[config.mk]
export PLATFORM = sky130hd
export DESIGN_NAME = onewire_slave
export DESIGN_NICKNAME = d
export VERILOG_FILES = /design/src/rtl/onewire_pkg.sv /design/src/rtl/onewire_sync.sv /design/src/rtl/onewire_slave.sv
export SDC_FILE = /design/constraint.sdc
export NUM_CORES = 1
export LEC_CHECK = 0
export BUFFER_PORTS_ARGS = -buffer_cell sky130_fd_sc_hd__buf_2
export CAP_MARGIN = 20
export CORE_MARGIN = 3
export CORE_UTILIZATION = 50
export CTS_BUF_LIST = sky130_fd_sc_hd__clkbuf_8
export CTS_CLUSTER_DIAMETER = 80
export DETAILED_ROUTE_END_ITERATION = 10
export PLACE_DENSITY = 0.71
export SLEW_MARGIN = 20
export SYNTH_ARGS = -nofsm -noshare
export SYNTH_HDL_FRONTEND = slang
export SYNTH_HIERARCHICAL = 1
export SYNTH_SLANG_ARGS = --single-unit
[constraint.sdc]
create_clock -name clk -period 2.6 [get_ports clk]
set_clock_uncertainty 0.1 [all_clocks]
set_input_delay 0.39 -clock clk [delete_from_list [all_inputs] [get_ports clk]]
set_output_delay 0.39 -clock clk [all_outputs]
set_load 0.05 [all_outputs]
[src/rtl/onewire_pkg.sv]
// rtl/onewire_pkg.sv - shared state encoding and default timings for the 1-wire cores
package onewire_pkg;

  typedef enum logic [2:0] {
    IDLE,
    SLOT,
    SLOT_END,
    RST_WAIT,
    PRES_WAIT,
    PRES
  } state_t;

  localparam int TW        = 16;
  localparam int T_RSTL_US = 400;
  localparam int T_PDH_US  = 30;
  localparam int T_PDL_US  = 120;
  localparam int T_SMP_US  = 30;

endpackage

[src/rtl/onewire_sync.sv]
// rtl/onewire_sync.sv - 2-flop synchronizer with edge detect for the raw 1-wire level
module onewire_sync (
  input  logic clk,
  input  logic rst_n,
  input  logic din,
  output logic level,
  output logic fall,
  output logic rise
);

  // sr[1:0] synchronize, sr[2] holds the previous synced level; idle bus is high
  logic [2:0] sr;

  always_ff @(posedge clk or negedge rst_n) begin
    if (!rst_n) sr <= 3'b111;
    else        sr <= {sr[1:0], din};
  end

  assign level = sr[1];
  assign fall  = sr[2] & ~sr[1];
  assign rise  = ~sr[2] & sr[1];

endmodule

[src/rtl/onewire_slave.sv]
// rtl/onewire_slave.sv - 1-wire device responder: reset/presence, write and read slots
// Optional overdrive timing select via ONEWIRE_SLAVE_OVD_EN.
module onewire_slave #(
  parameter int CLK_MHZ = 32,
  parameter int T_RSTL  = onewire_pkg::T_RSTL_US * CLK_MHZ,
  parameter int T_PDH   = onewire_pkg::T_PDH_US * CLK_MHZ,
  parameter int T_PDL   = onewire_pkg::T_PDL_US * CLK_MHZ,
  parameter int T_SMP   = onewire_pkg::T_SMP_US * CLK_MHZ,
  parameter int TW      = onewire_pkg::TW
) (
`ifdef ONEWIRE_SLAVE_OVD_EN
  input  logic       ovd,
`endif
  input  logic       clk,
  input  logic       rst_n,
  input  logic       owr_i,
  output logic       owr_e,
  output logic       rst_det,
  output logic [7:0] rx_data,
  output logic       rx_vld,
  input  logic [7:0] tx_data,
  input  logic       tx_ld,
  output logic       tx_busy
);
  import onewire_pkg::*;

  state_t        state, state_n;
  logic          level, fall, rise;
  logic [TW-1:0] lcnt, stmr;
  logic [TW-1:0] t_rstl, t_pdh, t_pdl, t_smp;
  logic [7:0]    rx_sr, tx_sr, rx_nxt;
  logic [2:0]    bitcnt;
  logic          rst_arm, rst_hit, tx_acc, sample;

  onewire_sync u_sync (
    .clk   (clk),
    .rst_n (rst_n),
    .din   (owr_i),
    .level (level),
    .fall  (fall),
    .rise  (rise)
  );

`ifdef ONEWIRE_SLAVE_OVD_EN
  logic ovd_r;

  always_ff @(posedge clk or negedge rst_n) begin
    if (!rst_n)                                   ovd_r <= 1'b0;
    else if (state == IDLE || state == RST_WAIT)  ovd_r <= ovd;
  end

  assign t_rstl = ovd_r ? TW'(T_RSTL >> 3) : TW'(T_RSTL);
  assign t_pdh  = ovd_r ? TW'(T_PDH >> 3)  : TW'(T_PDH);
  assign t_pdl  = ovd_r ? TW'(T_PDL >> 3)  : TW'(T_PDL);
  assign t_smp  = ovd_r ? TW'(T_SMP >> 3)  : TW'(T_SMP);
`else
  assign t_rstl = TW'(T_RSTL);
  assign t_pdh  = TW'(T_PDH);
  assign t_pdl  = TW'(T_PDL);
  assign t_smp  = TW'(T_SMP);
`endif

  // rst_arm keeps a long low from reporting more than one reset
  assign rst_hit = rst_arm && (lcnt == t_rstl);
  assign tx_acc  = tx_ld && !tx_busy && (state != SLOT) && !rst_hit;
  assign sample  = (state == SLOT) && (stmr == t_smp);
  assign rx_nxt  = {level, rx_sr[7:1]};

  always_ff @(posedge clk or negedge rst_n) begin
    if (!rst_n) state <= IDLE;
    else        state <= state_n;
  end

  always_comb begin
    state_n = state;
    if (rst_hit) begin
      state_n = RST_WAIT;
    end else begin
      case (state)
        IDLE:      if (fall) state_n = SLOT;
        SLOT:      if (stmr == t_smp) state_n = SLOT_END;
        SLOT_END:  if (level) state_n = IDLE;
        RST_WAIT:  if (level) state_n = PRES_WAIT;
        PRES_WAIT: if (fall) state_n = SLOT;
                   else if (stmr == t_pdh) state_n = PRES;
        PRES:      if (stmr == t_pdl - 1'b1) state_n = SLOT_END;
        default:   state_n = IDLE;
      endcase
    end
  end

  always_comb begin
    owr_e = 1'b0;
    if (!rst_hit) begin
      if (state == PRES) owr_e = 1'b1;
      else if (state == SLOT && tx_busy && !tx_sr[bitcnt] && stmr < t_smp) owr_e = 1'b1;
    end
  end

  // slot timer restarts on every state change
  always_ff @(posedge clk or negedge rst_n) begin
    if (!rst_n) begin
      stmr    <= '0;
      lcnt    <= '0;
      rst_arm <= 1'b1;
    end else begin
      stmr <= (state_n != state) ? '0 : stmr + 1'b1;
      if (level || owr_e)  lcnt <= '0;
      else if (lcnt != '1) lcnt <= lcnt + 1'b1;
      if (rst_hit)   rst_arm <= 1'b0;
      else if (rise) rst_arm <= 1'b1;
    end
  end

  always_ff @(posedge clk or negedge rst_n) begin
    if (!rst_n) begin
      rst_det <= 1'b0;
      rx_vld  <= 1'b0;
      rx_data <= 8'h00;
      rx_sr   <= 8'h00;
      tx_sr   <= 8'h00;
      tx_busy <= 1'b0;
      bitcnt  <= 3'd0;
    end else begin
      rst_det <= rst_hit;
      rx_vld  <= 1'b0;
      if (rst_hit) begin
        bitcnt  <= 3'd0;
        rx_sr   <= 8'h00;
        tx_busy <= 1'b0;
      end else if (tx_acc) begin
        tx_sr   <= tx_data;
        tx_busy <= 1'b1;
        bitcnt  <= 3'd0;
      end else if (sample) begin
        rx_sr  <= rx_nxt;
        bitcnt <= bitcnt + 3'd1;
        if (bitcnt == 3'd7) begin
          rx_data <= rx_nxt;
          rx_vld  <= 1'b1;
          tx_busy <= 1'b0;
        end
      end
    end
  end

endmodule

==> metrics.cfg <==
[run_status]
outcome=finished, violations left
violations=setup timing

[power]
power.density_nw_per_um2=711
vdd_ir_drop_max_uv=524
p_leak_nw=1.79
power_mw=2.99

[yosys]
synth.distinct_cells=50
yosys-top-cells-count=dfrtp_1 (64), nand2_1 (30), nor2_1 (26)
synth_flop_cell=dfrtp_1
synth.area.top_cells=dfrtp_1 (47%), mux2_2 (5.2%), xnor2_1 (4.8%)
synthArstFlopShare=1.00
synthesis.nets=343
synth_edf_count=0
synth_top_area_frac=0.466
netlist_area_um2=3440
syn_inst=325
ys_seq_area_frac=0.497
synth.most_common_cell=dfrtp_1
yosys_register_bits=68
yosys.area.top_type=dfrtp_1
yosysWarnings=6
syn_avg_cell_area_um2=10.6

[clock_tree]
cts_tree=done
clock_tree.buffer_depth=2
clkLatencyLatePin_ns=0.36
cts_inserted_buffers=9
numClockSinks=68
cts_root_buf=clkbuf_8
htree_levels=3
clk_pin_slew_ns=0.08

[setup_path]
cp-endpoint=stmr[0]
cp_max_fo=8
cp-start-kind=flop
reg2reg_from=stmr[12]
r2r_slack_ns=-0.05
crit_type=reg2reg
crit_cells=7
critPathCaptureType=flop
cp_slowest_stage_delay_ns=0.58
rr_endpoint=stmr[0]
crit_family=simple AND/OR/NAND/NOR gates
crit_buf_inv=2
crit_path_start=stmr[12]
worstPathRequired_ns=2.78
arrival_ns=2.83
crit_chain=or4_4 -> buf_6 -> nor4_4 -> o22ai_2 -> or4b_4 -> buf_12 -> a211oi_2
r2r_cells=7
cp_slowest_cell=or4_4

[global_route]
grt_pass1_wl_um=12500
grt_pass1_vias=2578
antenna_found_initial=0
grt_usage=0.209
grt_max_degree=33
overflow=0

[die]
initial_utilization=0.529
pin_count=24
placementRows=29
fp.dieW_um=88.9
die_area_um2=7900
dieHeight_um=88.9
fp.coreArea_um2=6490

[cells_and_area]
regArea_um2=1710
fill_cells=478
area_delta_synth_final_pct=22.4
multiInputGateArea_um2=1710
final_layout_size_suffix_gt1_frac=0.317
antenna_cells=0
final_nets=391

[routing]
drt-wirelength-per-cell_um=16.4
route.detailed.drc=0
viasPerCell=5.87
vias=2671
route.antenna.remaining_nets=0
first_pass_iters=4
drt-total-wl_um=7470
drtIter0Drc=169

[timing]
setup_viol=16
max_slew_margin=0.630
rsz0062_at_grt=true
min_period_ns=2.65
holdWs_ns=0.0252
fmax_ghz=0.378
fin_ws_ns=-0.0482
max_slew.worst_pin.slew_ns=0.554
finalCritPeriodShare=1.02
finalSetupTns_ns=-0.446
slew_viol_final=0
hold_viol=0

[placement]
hpwl_um=4770
globalplace.congestion=0.871
io_buffer_count=23
dp_slack_ns=-0.00855

[run]
maxCapViolations=0

[min_path]
hold_class=in2reg

[cells by family after synthesis]
group,count (synthesis),synth area share
multiplexers,20,0.0713
buffers and inverters,23,0.0280
XOR/XNOR,25,0.0637
flip-flops,68,0.497
adder cells (fa/ha/maj),6,0.0218
AO/OA/AOI/OAI,42,0.0954
AND/OR/NAND/NOR,141,0.223
[worst min-delay path by stage]
stage | from | to | slack, ns | cells past startpoint
global route | owr_i | u_sync/sr[0] | 0.009 | 1
floorplan | rst_n | bitcnt[0] | -0.006 | 0
global placement | u_sync/sr[0] | u_sync/sr[1] | 0.25 | 0
CTS | owr_i | u_sync/sr[0] | 0.01 | 1
detailed placement | u_sync/sr[0] | u_sync/sr[1] | 0.25 | 0
finish | owr_i | u_sync/sr[0] | 0.03 | 1
[through the flow]
stage,instance area (um2),instances,utilization
floorplan,3440,325,-
global placement,3800,433,0.585
detailed placement,3800,433,0.585
CTS,4100,452,0.631
global route,4210,455,0.647
finish,4210,455,0.647
[metal layers]
metal | GRT usage | wire (um)
met3 | 0.0369 | 365
met1 | 0.289 | 3300
met5 | 0 | 0
met2 | 0.314 | 3650
met4 | 0.113 | 150
[layout make-up]
class	count	area share
clock buffer	9	0.0295
multi-input combinational	234	0.406
clock inverter	7	0.0292
tap	77	0.0229
timing repair buffer	52	0.0991
inverter	8	0.00714
sequential	68	0.406
[power by group]
part | internal, mW | leakage (nW) | total, mW | switching, mW
Combinational | 0.305 | 0.768 | 0.645 | 0.340
Sequential | 1.18 | 0.902 | 1.26 | 0.0869
Clock | 0.643 | 0.116 | 1.08 | 0.440
Total | 2.12 | 1.79 | 2.99 | 0.867
[worst reg2reg max path, cell delays in order (launching register included)]
cell      delay, ns
dfrtp_1        0.39
or4_4          0.58
buf_6          0.15
nor4_4         0.32
o22ai_2        0.11
or4b_4         0.54
buf_12         0.17
a211oi_2       0.21
[cell usage in the layout (no fill, tap or decap), drive strengths merged, types with 3 or more instances in the layout]
cell type,netlist,final
nor4,11,11
a21oi,12,12
nand3,16,16
nor2,26,26
buf,4,50
ha,6,6
inv,8,10
nor3,19,19
nor4b,3,3
bufinv,0,3
or4b,3,3
mux2,16,16
o21ai,3,3
dfstp,4,4
dfrtp,64,64
nand2,30,30
or3,3,3
nor3b,4,4
nand4,9,9
clkbuf,11,10
xnor2,19,19
a211oi,17,17
nor2b,3,3
xor2,6,6
[registers in the layout (all words and copies together) (netlist names)]
signal     cells
rx_data        8
state          3
lcnt          16
stmr          16
rx_sr          7
rst_arm        1
bitcnt         3
rx_vld         1
u_sync/sr      3
tx_busy        1
rst_det        1
tx_sr          8
[what timing repair did]
item,4_1_cts,5_1_grt
hold buffers,1,0
pin swaps,3,5
resized for setup,8,14
cloned,0,1
setup buffers,2,3
endpoints found under the setup margin,8,21
hold endpoints to repair,22,0
Note: power is estimated with default switching activity, not from simulation.
